==> src/rtl/wm_plant_responder_if.sv <==
//==============================================================================
// Module : wm_plant_responder_if
// Brief  : Command/feedback bundle between washer controller and plant model.
// Rev    : 1.0
//==============================================================================
`default_nettype none

interface wm_plant_responder_if #(
    parameter int LEVEL_W = 8
);
    logic               valve_in_cold;
    logic               valve_in_hot;
    logic               valve_out;
    logic [1:0]         motor;
    logic               lock_door;
    logic               soap_in;
    logic               door_closed_in;
    logic               fault_clr;
    logic [LEVEL_W-1:0] water_level;
    logic               level_full;
    logic               level_empty;
    logic               door_locked;
    logic [1:0]         motor_state;
    logic [1:0]         temp_code;
    logic               soap_available;
    logic               fault;
    logic [1:0]         fault_code;

    modport master (
        output valve_in_cold, valve_in_hot, valve_out, motor, lock_door,
               soap_in, door_closed_in, fault_clr,
        input  water_level, level_full, level_empty, door_locked, motor_state,
               temp_code, soap_available, fault, fault_code
    );

    modport slave (
        input  valve_in_cold, valve_in_hot, valve_out, motor, lock_door,
               soap_in, door_closed_in, fault_clr,
        output water_level, level_full, level_empty, door_locked, motor_state,
               temp_code, soap_available, fault, fault_code
    );
endinterface

`default_nettype wire

==> src/rtl/wm_plant_responder.sv <==
//==============================================================================
// Module : wm_plant_responder
// Brief  : Washer plant model: tank level, door latch, drum interlocks, faults.
//          Optional soap dose counter enabled by macro WM_SOAP_LEVEL_EN.
// Rev    : 1.0
//==============================================================================
`default_nettype none

module wm_plant_responder #(
    parameter int LEVEL_W    = 8,
    parameter int LEVEL_MAX  = 200,
    parameter int FILL_RATE  = 4,
    parameter int DRAIN_RATE = 5,
    parameter int LOCK_DELAY = 3,
    parameter int SPIN_RAMP  = 4
`ifdef WM_SOAP_LEVEL_EN
    ,
    parameter int SOAP_DOSES = 5
`endif
) (
    input  wire                    clk,
    input  wire                    rst,
    wm_plant_responder_if.slave    bus
);

    typedef logic signed [LEVEL_W+1:0] lvl_t;
    typedef enum logic [1:0] {
        UNLOCKED  = 2'd0,
        LOCKING   = 2'd1,
        LOCKED    = 2'd2,
        UNLOCKING = 2'd3
    } latch_t;

    localparam int C_LCW = (LOCK_DELAY < 1) ? 1 : $clog2(LOCK_DELAY + 1);
    localparam int C_RW  = (SPIN_RAMP < 1) ? 1 : $clog2(SPIN_RAMP + 1);
    localparam logic [LEVEL_W-1:0] C_LEVEL_MAX = LEVEL_W'(LEVEL_MAX);
    localparam lvl_t               C_FILL      = lvl_t'(FILL_RATE);
    localparam lvl_t               C_DRAIN     = lvl_t'(DRAIN_RATE);
    localparam lvl_t               C_MAX_S     = lvl_t'(LEVEL_MAX);
    localparam logic [C_LCW-1:0]   C_LOCK      = C_LCW'(LOCK_DELAY);
    localparam logic [C_LCW-1:0]   C_LOCK_ONE  = C_LCW'(1);
    localparam logic [C_RW-1:0]    C_RAMP      = C_RW'(SPIN_RAMP);
    localparam logic [C_RW-1:0]    C_RAMP_ONE  = C_RW'(1);

    logic [LEVEL_W-1:0] level_q, level_d;
    logic               level_full_q, level_full_d;
    logic               level_empty_q, level_empty_d;
    logic [1:0]         temp_q, temp_d;
    latch_t             state_q, state_d;
    logic [C_LCW-1:0]   lock_cnt_q, lock_cnt_d;
    logic               door_locked_q, door_locked_d;
    logic [1:0]         motor_state_q, motor_state_d;
    logic [C_RW-1:0]    ramp_q, ramp_d;
    logic               fault_q, fault_d;
    logic [1:0]         fault_code_q, fault_code_d;

    lvl_t               w_in;
    lvl_t               w_out;
    lvl_t               w_sum;
    logic               w_c1, w_c2, w_c3;
    logic [1:0]         w_new_code;

    always_comb begin
        w_in  = (bus.valve_in_cold ? C_FILL : lvl_t'(0)) + (bus.valve_in_hot ? C_FILL : lvl_t'(0));
        w_out = bus.valve_out ? C_DRAIN : lvl_t'(0);
        w_sum = lvl_t'({2'b00, level_q}) + w_in - w_out;

        level_d = level_q;
        if (w_sum < lvl_t'(0)) begin
            level_d = '0;
        end else if (w_sum > C_MAX_S) begin
            level_d = C_LEVEL_MAX;
        end else begin
            level_d = w_sum[LEVEL_W-1:0];
        end
        level_full_d  = (level_d >= C_LEVEL_MAX);
        level_empty_d = (level_d == '0);

        // An emptied tank forgets its water temperature even if an inlet is open.
        temp_d = temp_q;
        if (level_d == '0) begin
            temp_d = 2'd0;
        end else if (bus.valve_in_cold || bus.valve_in_hot) begin
            temp_d = {bus.valve_in_hot, bus.valve_in_cold};
        end

        state_d    = state_q;
        lock_cnt_d = lock_cnt_q;
        case (state_q)
            UNLOCKED: begin
                if (bus.lock_door && bus.door_closed_in) begin
                    state_d    = LOCKING;
                    lock_cnt_d = C_LOCK;
                end
            end
            LOCKING: begin
                if (!bus.lock_door || !bus.door_closed_in) begin
                    state_d = UNLOCKED;
                end else if (lock_cnt_q <= C_LOCK_ONE) begin
                    state_d    = LOCKED;
                    lock_cnt_d = '0;
                end else begin
                    lock_cnt_d = lock_cnt_q - C_LOCK_ONE;
                end
            end
            LOCKED: begin
                if (!bus.lock_door && level_empty_q && (motor_state_q == 2'd0)) begin
                    state_d    = UNLOCKING;
                    lock_cnt_d = C_LOCK;
                end
            end
            UNLOCKING: begin
                if (bus.lock_door) begin
                    state_d    = LOCKING;
                    lock_cnt_d = C_LOCK;
                end else if (lock_cnt_q <= C_LOCK_ONE) begin
                    state_d    = UNLOCKED;
                    lock_cnt_d = '0;
                end else begin
                    lock_cnt_d = lock_cnt_q - C_LOCK_ONE;
                end
            end
            default: state_d = UNLOCKED;
        endcase
        door_locked_d = (state_d == LOCKED);

        motor_state_d = 2'd0;
        ramp_d        = '0;
        if (door_locked_q) begin
            if (bus.motor == 2'd1) begin
                motor_state_d = 2'd1;
            end else if (bus.motor == 2'd2) begin
                motor_state_d = (ramp_q >= C_RAMP) ? 2'd2 : 2'd1;
                ramp_d        = (ramp_q >= C_RAMP) ? ramp_q : ramp_q + C_RAMP_ONE;
            end
        end

        w_c3 = (state_q == LOCKED) && !bus.door_closed_in;
        w_c2 = ((bus.motor != 2'd0) && !door_locked_q) || (bus.motor == 2'd3);
        w_c1 = (w_in != lvl_t'(0)) && (level_q == C_LEVEL_MAX);
        w_new_code = w_c3 ? 2'd3 : (w_c2 ? 2'd2 : (w_c1 ? 2'd1 : 2'd0));

        fault_d      = fault_q;
        fault_code_d = fault_code_q;
        if (fault_q && bus.fault_clr) begin
            fault_d      = 1'b0;
            fault_code_d = 2'd0;
        end
        if ((w_c1 || w_c2 || w_c3) && (!fault_q || bus.fault_clr)) begin
            fault_d      = 1'b1;
            fault_code_d = w_new_code;
        end
    end

    always_ff @(posedge clk or posedge rst) begin
        if (rst) begin
            level_q       <= '0;
            level_full_q  <= 1'b0;
            level_empty_q <= 1'b1;
            temp_q        <= 2'd0;
            state_q       <= UNLOCKED;
            lock_cnt_q    <= '0;
            door_locked_q <= 1'b0;
            motor_state_q <= 2'd0;
            ramp_q        <= '0;
            fault_q       <= 1'b0;
            fault_code_q  <= 2'd0;
        end else begin
            level_q       <= level_d;
            level_full_q  <= level_full_d;
            level_empty_q <= level_empty_d;
            temp_q        <= temp_d;
            state_q       <= state_d;
            lock_cnt_q    <= lock_cnt_d;
            door_locked_q <= door_locked_d;
            motor_state_q <= motor_state_d;
            ramp_q        <= ramp_d;
            fault_q       <= fault_d;
            fault_code_q  <= fault_code_d;
        end
    end

`ifdef WM_SOAP_LEVEL_EN
    localparam int C_DW = (SOAP_DOSES < 1) ? 1 : $clog2(SOAP_DOSES + 1);
    localparam logic [C_DW-1:0] C_DOSES   = C_DW'(SOAP_DOSES);
    localparam logic [C_DW-1:0] C_DOSE_ONE = C_DW'(1);

    logic            soap_prev_q, soap_prev_d;
    logic [C_DW-1:0] dose_q, dose_d;
    logic            soap_avail_q, soap_avail_d;

    // Dispensing counts rising edges only, so a held soap_in uses one dose.
    always_comb begin
        soap_prev_d = bus.soap_in;
        dose_d      = dose_q;
        if (bus.soap_in && !soap_prev_q && (dose_q != '0)) begin
            dose_d = dose_q - C_DOSE_ONE;
        end
        soap_avail_d = (dose_d != '0);
    end

    always_ff @(posedge clk or posedge rst) begin
        if (rst) begin
            soap_prev_q  <= 1'b0;
            dose_q       <= C_DOSES;
            soap_avail_q <= (C_DOSES != '0);
        end else begin
            soap_prev_q  <= soap_prev_d;
            dose_q       <= dose_d;
            soap_avail_q <= soap_avail_d;
        end
    end

    assign bus.soap_available = soap_avail_q;
`else
    logic w_unused_soap;
    assign w_unused_soap      = bus.soap_in;
    assign bus.soap_available = 1'b1;
`endif

    assign bus.water_level = level_q;
    assign bus.level_full  = level_full_q;
    assign bus.level_empty = level_empty_q;
    assign bus.door_locked = door_locked_q;
    assign bus.motor_state = motor_state_q;
    assign bus.temp_code   = temp_q;
    assign bus.fault       = fault_q;
    assign bus.fault_code  = fault_code_q;

endmodule

`default_nettype wire

==> src/flat_wrapper.sv <==
// flat-port wrapper written by rule: the top's interface ports become plain ports
module wm_plant_responder_flat 
#(
    parameter int LEVEL_W    = 8,
    parameter int LEVEL_MAX  = 200,
    parameter int FILL_RATE  = 4,
    parameter int DRAIN_RATE = 5,
    parameter int LOCK_DELAY = 3,
    parameter int SPIN_RAMP  = 4

)
  (clk, rst, bus_valve_in_cold, bus_valve_in_hot, bus_valve_out, bus_motor, bus_lock_door, bus_soap_in, bus_door_closed_in, bus_fault_clr, bus_water_level, bus_level_full, bus_level_empty, bus_door_locked, bus_motor_state, bus_temp_code, bus_soap_available, bus_fault, bus_fault_code);
  wm_plant_responder_if #(.LEVEL_W(LEVEL_W)) bus_i ();
  input  wire clk;
  input  wire rst;
  input wire logic [$bits(bus_i.valve_in_cold)-1:0] bus_valve_in_cold;
  input wire logic [$bits(bus_i.valve_in_hot)-1:0] bus_valve_in_hot;
  input wire logic [$bits(bus_i.valve_out)-1:0] bus_valve_out;
  input wire logic [$bits(bus_i.motor)-1:0] bus_motor;
  input wire logic [$bits(bus_i.lock_door)-1:0] bus_lock_door;
  input wire logic [$bits(bus_i.soap_in)-1:0] bus_soap_in;
  input wire logic [$bits(bus_i.door_closed_in)-1:0] bus_door_closed_in;
  input wire logic [$bits(bus_i.fault_clr)-1:0] bus_fault_clr;
  output wire logic [$bits(bus_i.water_level)-1:0] bus_water_level;
  output wire logic [$bits(bus_i.level_full)-1:0] bus_level_full;
  output wire logic [$bits(bus_i.level_empty)-1:0] bus_level_empty;
  output wire logic [$bits(bus_i.door_locked)-1:0] bus_door_locked;
  output wire logic [$bits(bus_i.motor_state)-1:0] bus_motor_state;
  output wire logic [$bits(bus_i.temp_code)-1:0] bus_temp_code;
  output wire logic [$bits(bus_i.soap_available)-1:0] bus_soap_available;
  output wire logic [$bits(bus_i.fault)-1:0] bus_fault;
  output wire logic [$bits(bus_i.fault_code)-1:0] bus_fault_code;
  assign bus_i.valve_in_cold = bus_valve_in_cold;
  assign bus_i.valve_in_hot = bus_valve_in_hot;
  assign bus_i.valve_out = bus_valve_out;
  assign bus_i.motor = bus_motor;
  assign bus_i.lock_door = bus_lock_door;
  assign bus_i.soap_in = bus_soap_in;
  assign bus_i.door_closed_in = bus_door_closed_in;
  assign bus_i.fault_clr = bus_fault_clr;
  assign bus_water_level = bus_i.water_level;
  assign bus_level_full = bus_i.level_full;
  assign bus_level_empty = bus_i.level_empty;
  assign bus_door_locked = bus_i.door_locked;
  assign bus_motor_state = bus_i.motor_state;
  assign bus_temp_code = bus_i.temp_code;
  assign bus_soap_available = bus_i.soap_available;
  assign bus_fault = bus_i.fault;
  assign bus_fault_code = bus_i.fault_code;
  wm_plant_responder #(.LEVEL_W(LEVEL_W), .LEVEL_MAX(LEVEL_MAX), .FILL_RATE(FILL_RATE), .DRAIN_RATE(DRAIN_RATE), .LOCK_DELAY(LOCK_DELAY), .SPIN_RAMP(SPIN_RAMP)) u_core (.clk(clk), .rst(rst), .bus(bus_i));
endmodule
==> config.mk <==
export PLATFORM = sky130hd
export DESIGN_NAME = wm_plant_responder_flat
export DESIGN_NICKNAME = d
export VERILOG_FILES = /design/src/rtl/wm_plant_responder_if.sv /design/src/rtl/wm_plant_responder.sv /design/src/flat_wrapper.sv
export SDC_FILE = /design/constraint.sdc
export NUM_CORES = 1
export LEC_CHECK = 0
export BUFFER_PORTS_ARGS = -buffer_cell sky130_fd_sc_hd__buf_2
export CORE_MARGIN = 2
export CORE_UTILIZATION = 46
export DETAILED_ROUTE_END_ITERATION = 7
export PLACE_DENSITY = 0.68
export SLEW_MARGIN = 20
export SYNTH_ARGS = -nofsm -noshare
export SYNTH_HDL_FRONTEND = slang
export SYNTH_SLANG_ARGS = --single-unit
==> constraint.sdc <==
create_clock -name clk -period 3.6 [get_ports clk]
set_input_delay 0.72 -clock clk [delete_from_list [all_inputs] [get_ports clk]]
set_output_delay 0.72 -clock clk [all_outputs]
set_load 0.005 [all_outputs]
Word level (Yosys, flattened, before mapping)
Index checks and enable logic that the tools add are counted.
W data, S select, Z words.
{"block": "word_totals", "out_inout_bits": 19, "word_cells": 94, "mem_bits_rw": 0, "ff_bits": 25, "n_memories": 0, "latch_bits": 0, "inputBits": 11, "romBits": 0}
{"block": "classes", "add_sub_neg": 5, "eq_ne": 12, "shift": 0, "multipliers": 0, "magnitude_cmp": 5, "n_div": 0, "bitwise": 0, "n_reduce_logical": 26, "muxes": 35}
{"cell": "$mux W2", "count": 21}
{"cell": "$mux W3", "count": 7}
{"cell": "$mux W8", "count": 2}
{"cell": "$pmux W2 S4", "count": 2}
{"cell": "$add A10 B10 Y10", "count": 1}
{"cell": "$add A9 B10 Y10", "count": 1}
{"cell": "$eq A2 B2 Y1 const B", "count": 5}
{"cell": "$gt A10 B9 Y1 const B", "count": 1}
{"cell": "$lt A10 B1 Y1 const B", "count": 1}
{"cell": "$reduce_bool A10 Y1", "count": 1}
{"cell": "$sub A10 B10 Y10", "count": 1}
{"cell": "$eq A8 B8 Y1 const B", "count": 1}
{"cell": "$ge A8 B8 Y1 const B", "count": 1}
{"cell": "$logic_and A1 B1 Y1", "count": 8}
{"cell": "$logic_not A8 Y1", "count": 1}
{"cell": "$logic_or A1 B1 Y1", "count": 6}
{"cell": "$reduce_bool A2 Y1", "count": 3}
{"cell": "$eq A2 B1 Y1 const B", "count": 2}
{"cell": "$logic_not A1 Y1", "count": 4}
{"cell": "$logic_not A2 Y1", "count": 2}
{"cell": "$ne A2 B1 Y1 const B", "count": 2}
{"cell": "$ne A4 B4 Y1 const B", "count": 1}
{"cell": "$add A3 B1 Y3 const B", "count": 1}
{"cell": "$ge A3 B3 Y1 const B", "count": 1}
{"cell": "other kinds (5)", "count": 7}

Longest topological paths before layout
{"block": "logic_depth", "ltp_word": 9, "ltp_mapped": 12, "ltp_nobuf": 12}

Worst setup path before layout
Ideal clock, no wire load.
{"block": "synth_path", "kind": "input-to-reg", "start": "in bus_valve_in_hot", "end": "reg u_core.level_q[3] (netlist: u_core.bus.water_level[3])", "arrival_ns": 3.137, "required_time_ns": 3.518, "path_stages": 11, "path_slack_ns": 0.381, "path_buffers": 0, "setup_ns": 0.082, "cell_sequence": "inv_1 > ha_1 > fa_1 > inv_1 > fa_1 > nand2b_1 > a21oi_2 > a221oi_4 > xnor2_1 > or3_1 > a31oi_1"}
{"block": "synth_between", "elab_chain_len": 7, "word_cells_on_any_way": 8, "cone_classes": "3 x add/sub; 2 x order compare; 3 x mux"}
{"item": "start, declared", "line_no": "flat_wrapper.sv:17", "rtl": "input wire logic [$bits(bus_i.valve_in_hot)-1:0] bus_valve_in_hot;"}
{"item": "$mux W3 (*)", "line_no": "wm_plant_responder.sv:64", "rtl": "w_in = (bus.valve_in_cold ? C_FILL : lvl_t'(0)) + (bus.valve_in_hot ? C_FILL : lvl_t'(0));"}
{"item": "$add A10 B10 Y10 (*)", "line_no": "wm_plant_responder.sv:64"}
{"item": "$add A9 B10 Y10 (*)", "line_no": "wm_plant_responder.sv:66", "rtl": "w_sum = lvl_t'({2'b00, level_q}) + w_in - w_out;"}
{"item": "$sub A10 B10 Y10 (*)", "line_no": "wm_plant_responder.sv:66"}
{"item": "$gt A10 B9 Y1", "line_no": "wm_plant_responder.sv:71", "rtl": "end else if (w_sum > C_MAX_S) begin"}
{"item": "$mux W8", "line_no": "wm_plant_responder.sv:71"}
{"item": "$mux W8 (*)", "line_no": "wm_plant_responder.sv:69", "rtl": "if (w_sum < lvl_t'(0)) begin"}
{"item": "named net u_core.level_d[3]", "line_no": "wm_plant_responder.sv:45", "rtl": "logic [LEVEL_W-1:0] level_q, level_d;"}
{"item": "end signal, assigned", "line_no": "wm_plant_responder.sv:169", "rtl": "level_q <= level_d;"}
{"item": "end, declared", "line_no": "wm_plant_responder.sv:45"}
The timed path passes the listed nets; every way through them passes the cells marked *.
A chain may end at the register's enable or synchronous reset.

Worst setup path in the final report
{"block": "layout_path", "start": "in bus_valve_in_hot", "end": "reg u_core.temp_q[0] (netlist: u_core.bus.temp_code[0])"}
{"block": "layout_between", "elab_chain_len": 9, "word_cells_on_any_way": 12, "cone_classes": "3 x add/sub; 2 x order compare; 4 x mux; 3 x reduce/logical"}
{"item": "$mux W3", "line_no": "wm_plant_responder.sv:64"}
{"item": "$add A10 B10 Y10", "line_no": "wm_plant_responder.sv:64"}
{"item": "$add A9 B10 Y10", "line_no": "wm_plant_responder.sv:66"}
{"item": "$sub A10 B10 Y10", "line_no": "wm_plant_responder.sv:66"}
{"item": "$gt A10 B9 Y1", "line_no": "wm_plant_responder.sv:71"}
{"item": "$mux W8", "line_no": "wm_plant_responder.sv:71"}
{"item": "$mux W8", "line_no": "wm_plant_responder.sv:69"}
{"item": "$logic_not A8 Y1", "line_no": "wm_plant_responder.sv:81", "rtl": "if (level_d == '0) begin"}
{"item": "$mux W2 / $reduce_bool A2 Y1 (equally long branches)"}
{"item": "end signal, assigned", "line_no": "wm_plant_responder.sv:172", "rtl": "temp_q <= temp_d;"}
{"item": "end, declared", "line_no": "wm_plant_responder.sv:48", "rtl": "logic [1:0] temp_q, temp_d;"}
Several ways; a longest one is shown, not always the timed one.

==> results by group <==
Die
  – Die span in x: 63.12 µm
  – Area of the die: around 0.004 mm²
  – Std-Cell Core Area: 0.003337 mm²
  – Io pins: 30
  – Initial Util: 48.18%
  – Std cell rows: 21
  – Die height: 63.12 µm

Cells and area
  – Commonest non-fill, non-tap cell in the layout: buf_2
  – Fill count: 323
  – Non-Filler Instances: 242
  – # nets final: around 230
  – Antenna Cells: 0
  – Most frequent cells in the layout: 27 x buf_2, 25 x inv_1, 24 x dfrtp_1
  – Share of post-route cells with drive strength above 1: 21.94%
  – Area Overhead vs Synth: 13.85%

Power
  – Cell internal pwr: 881.0 µW
  – Flop pwr share: between 20% and 30%
  – Sw Ratio: 46.45%
  – Clock network power share: under 10%
  – Switching pwr: approximately 760 µW
  – Combinational share of power: 64.9%
  – VDD IR-drop max: 0.5161 mV
  – Lkg Pwr: 0.0009049 µW
  – Total power: 1645 µW
  – Pwr Density: 898.7 mW/mm²

Clock tree
  – TritonCTS clock tree: done
  – Clock Sinks: 25
  – Worst skew pair latency: about 320 ps
  – Clock Pin Slew Worst Setup and Hold Paths: approximately 140 ps
  – Total setup buffers inserted after CTS: 0
  – TritonCTS Buffers: 3
  – Post_cts resized: 0
  – Clock buffer depth: 2
  – CTS root buffer: clkbuf_4
  – Hold Buf Count CTS: 0
  – H-Tree Depth: 1

Detailed routing
  – DR pass1 iterations: 4
  – WL final: approximately 3000 µm
  – Detail Route Antenna Nets: 0
  – Via Count: 1212
  – 1st-iter DRT viols: 42
  – DRC: 0
  – Routed length per instance: 12.35 µm
  – Vias per cell: 5.008

Worst hold path
  – Hold Startpoint: u_core.lock_cnt_q[1]
  – Hold WC Path Type: flip-flop to flip-flop
  – Hold path depth: 2
  – Hold endpoint: u_core.lock_cnt_q[1]

Worst setup path
  – Crit path launch type: input pin
  – Worst Path Max Fanout: 6
  – CP Cell Sequence: buf_2, inv_1, ha_1, fa_1, inv_1, fa_1, nand2b_1, a21oi_2, a221oi_4, xnor2_1, nand4_1, and3_1
  – Critical path class: input pin to flip-flop
  – CP peak stage delay: 510 ps
  – Critical path's slowest cell: fa_1
  – Worst R2R End: u_core.bus.temp_code[0]
  – Buf/Inv on CP: 3
  – Worst Path Required: 3820 ps
  – Arr. time, crit path: 3460 ps
  – Reg2reg setup slack: 700 ps
  – CP Capture Type: flip-flop
  – Reg-to-Reg Start: u_core.bus.water_level[2]
  – CP top delay family: adder cells
  – Reg2reg path depth: 9

STA
  – Max Clk Rate: between 300 and 400 MHz
  – Pins Over Slew Limit: 0
  – Setup_tns: 0 ps
  – Unrepaired setup endpoints after global routing: no
  – Worst-Margin Slew: 944.3 ps
  – Min Hold Slack: 527.0 ps
  – Tmin final: 3241 ps
  – Worst slew margin: 36.97%
  – Clk_skew: 7.245 ps
  – Final hold vios: 0
  – Final Setup Violations: 0
  – Final Cycle Share: 90.04%

Synthesis
  – Syn Area/Cell: 9.744 µm²
  – Share of synthesized area occupied by flip-flops and latches: between 30% and 40%
  – Ys async rst share: 100.0%
  – Synth Warn #: 0
  – Netlist cell types: 46
  – Yosys reg bits: 25
  – Mapped Nets: 194
  – Mapped Cells: 165
  – Cell Area, Synth: approximately 0.0016 mm²
  – Post-synth top flop: dfrtp_1
  – Post-synth EDFFs: 0

Place
  – Final GP Congestion: 0.8199
  – Port Buffers: 27
  – Dpl hpwl: 2452 µm
  – Placed instance count: roughly 240

Global routing
  – Total congestion overflow: 0
  – Vias in the first global route: about 1200
  – Tot GR Track Use: 16.42%
  – First-pass GRT wire length: about 5200 µm
  – Initial antenna violation count: 0
  – Largest net degree at the start of global routing: 26

Outcome
  – Status: finished clean

Flow run
  – Max Cap Viol: 0
## worst register-to-register path, cell delays in order, from the launching register on
cell      delay [ps]
dfrtp_1          440
fa_1             570
inv_1             70
fa_1             430
nand2b_1         180
a21oi_2          230
a221oi_4         110
xnor2_1          390
nand4_1          200
and3_1           180
## power by group through the flow
| stage | Combinational (µW) | Clock, µW | Sequential, µW |
|---|---|---|---|
| 2_1_floorplan | 825 | 0 | 449 |
| 3_3_place_gp | 1040 | 0 | 449 |
| 3_5_place_dp | 1060 | 0 | 454 |
| 4_1_cts | 1070 | 135 | 447 |
| 5_1_grt | 1200 | 147 | 462 |
| 6_report | 1070 | 130 | 447 |
## Yosys cell counts (all sizes together) (2+ instances only)
cell,n,area share [%]
fa,2,2.5
inv,25,5.8
and2b,2,1.0
nor3,6,1.9
nand3,2,0.62
xnor2,3,2.8
nand4,3,1.2
ha,16,12
nor4,2,0.78
nor2,14,3.3
xor2,3,2.1
nand2,11,2.7
o31ai,2,0.93
a21boi,2,0.93
a211o,2,1.1
nor2b,2,0.78
nand3b,2,0.93
a21oi,7,2.4
o21a,2,0.93
and3,2,0.78
o21ai,10,3.3
dfrtp,24,37
a31oi,2,0.78
nor3b,3,1.4
## registers in the layout, indices dropped and copies added (netlist names)
name                    flops
u_core.bus.door_locked      1
u_core.bus.fault            1
u_core.bus.fault_code       2
u_core.bus.level_empty      1
u_core.bus.level_full       1
u_core.bus.motor_state      2
u_core.bus.temp_code        2
u_core.bus.water_level      8
u_core.lock_cnt_q           2
u_core.ramp_q               3
u_core.state_q              2
## layout make-up
| class | count | area (µm²) | area share, % |
|---|---|---|---|
| multi-input cells | 114 | 879.6 | 48.05 |
| flip-flops and latches | 25 | 626.9 | 34.24 |
| repair buffers | 28 | 142.6 | 7.792 |
| inverters | 25 | 93.84 | 5.126 |
| well taps | 46 | 57.56 | 3.144 |
| clock buffers | 3 | 22.52 | 1.230 |
| clock inverters | 1 | 7.507 | 0.4101 |
## routing by layer
layer | wire, µm | vias up | GRT usage, %
li1 | - | 622 | -
met1 | 1359 | 569 | 20.88
met2 | 1498 | 19 | 28.99
met3 | 119 | 2 | 2.679
met4 | 10 | 0 | 4.167
met5 | 0 | - | 0
## how the worst max path moves through the flow
stage / startpoint / to / slack (ps) / cells past startpoint
after global placement: bus_valve_in_hot / u_core.bus.temp_code[0] / 90 / 12
after CTS: bus_valve_in_hot / u_core.bus.temp_code[0] / 390 / 12
final: bus_valve_in_hot / u_core.bus.temp_code[0] / 360 / 12
after detailed placement: bus_valve_in_hot / u_core.bus.temp_code[0] / 40 / 12
after floorplan: bus_valve_in_hot / u_core.bus.water_level[3] / 380 / 11
after global routing: bus_valve_in_hot / u_core.bus.temp_code[1] / 210 / 12
## per-stage QoR
stage	util, %	instance area [µm²]	setup slack (ps)
after floorplan	-	1608	381.4
after global placement	53.96	1800	88.83
after detailed placement	53.96	1800	39.01
after CTS	54.86	1831	388.7
after global routing	54.86	1831	205.8
final	54.86	1831	358.7
## cells by family (layout without fill, tap and decap cells)
| kind of cell | after synthesis | after routing | synth area share (%) |
|---|---|---|---|
| AOI/OAI and AO/OA | 32 | 32 | 15.25 |
| xor gates and xnor gates | 6 | 6 | 4.904 |
| adders and majority gates | 18 | 18 | 14.94 |
| buffers and inverters | 26 | 57 | 6.304 |
| DFF | 25 | 25 | 38.99 |
| muxes | 2 | 2 | 1.323 |
| other | 1 | 1 | 0.2332 |
| and+or+nand+nor | 55 | 55 | 18.06 |
Power figures use the tool's default switching activity.
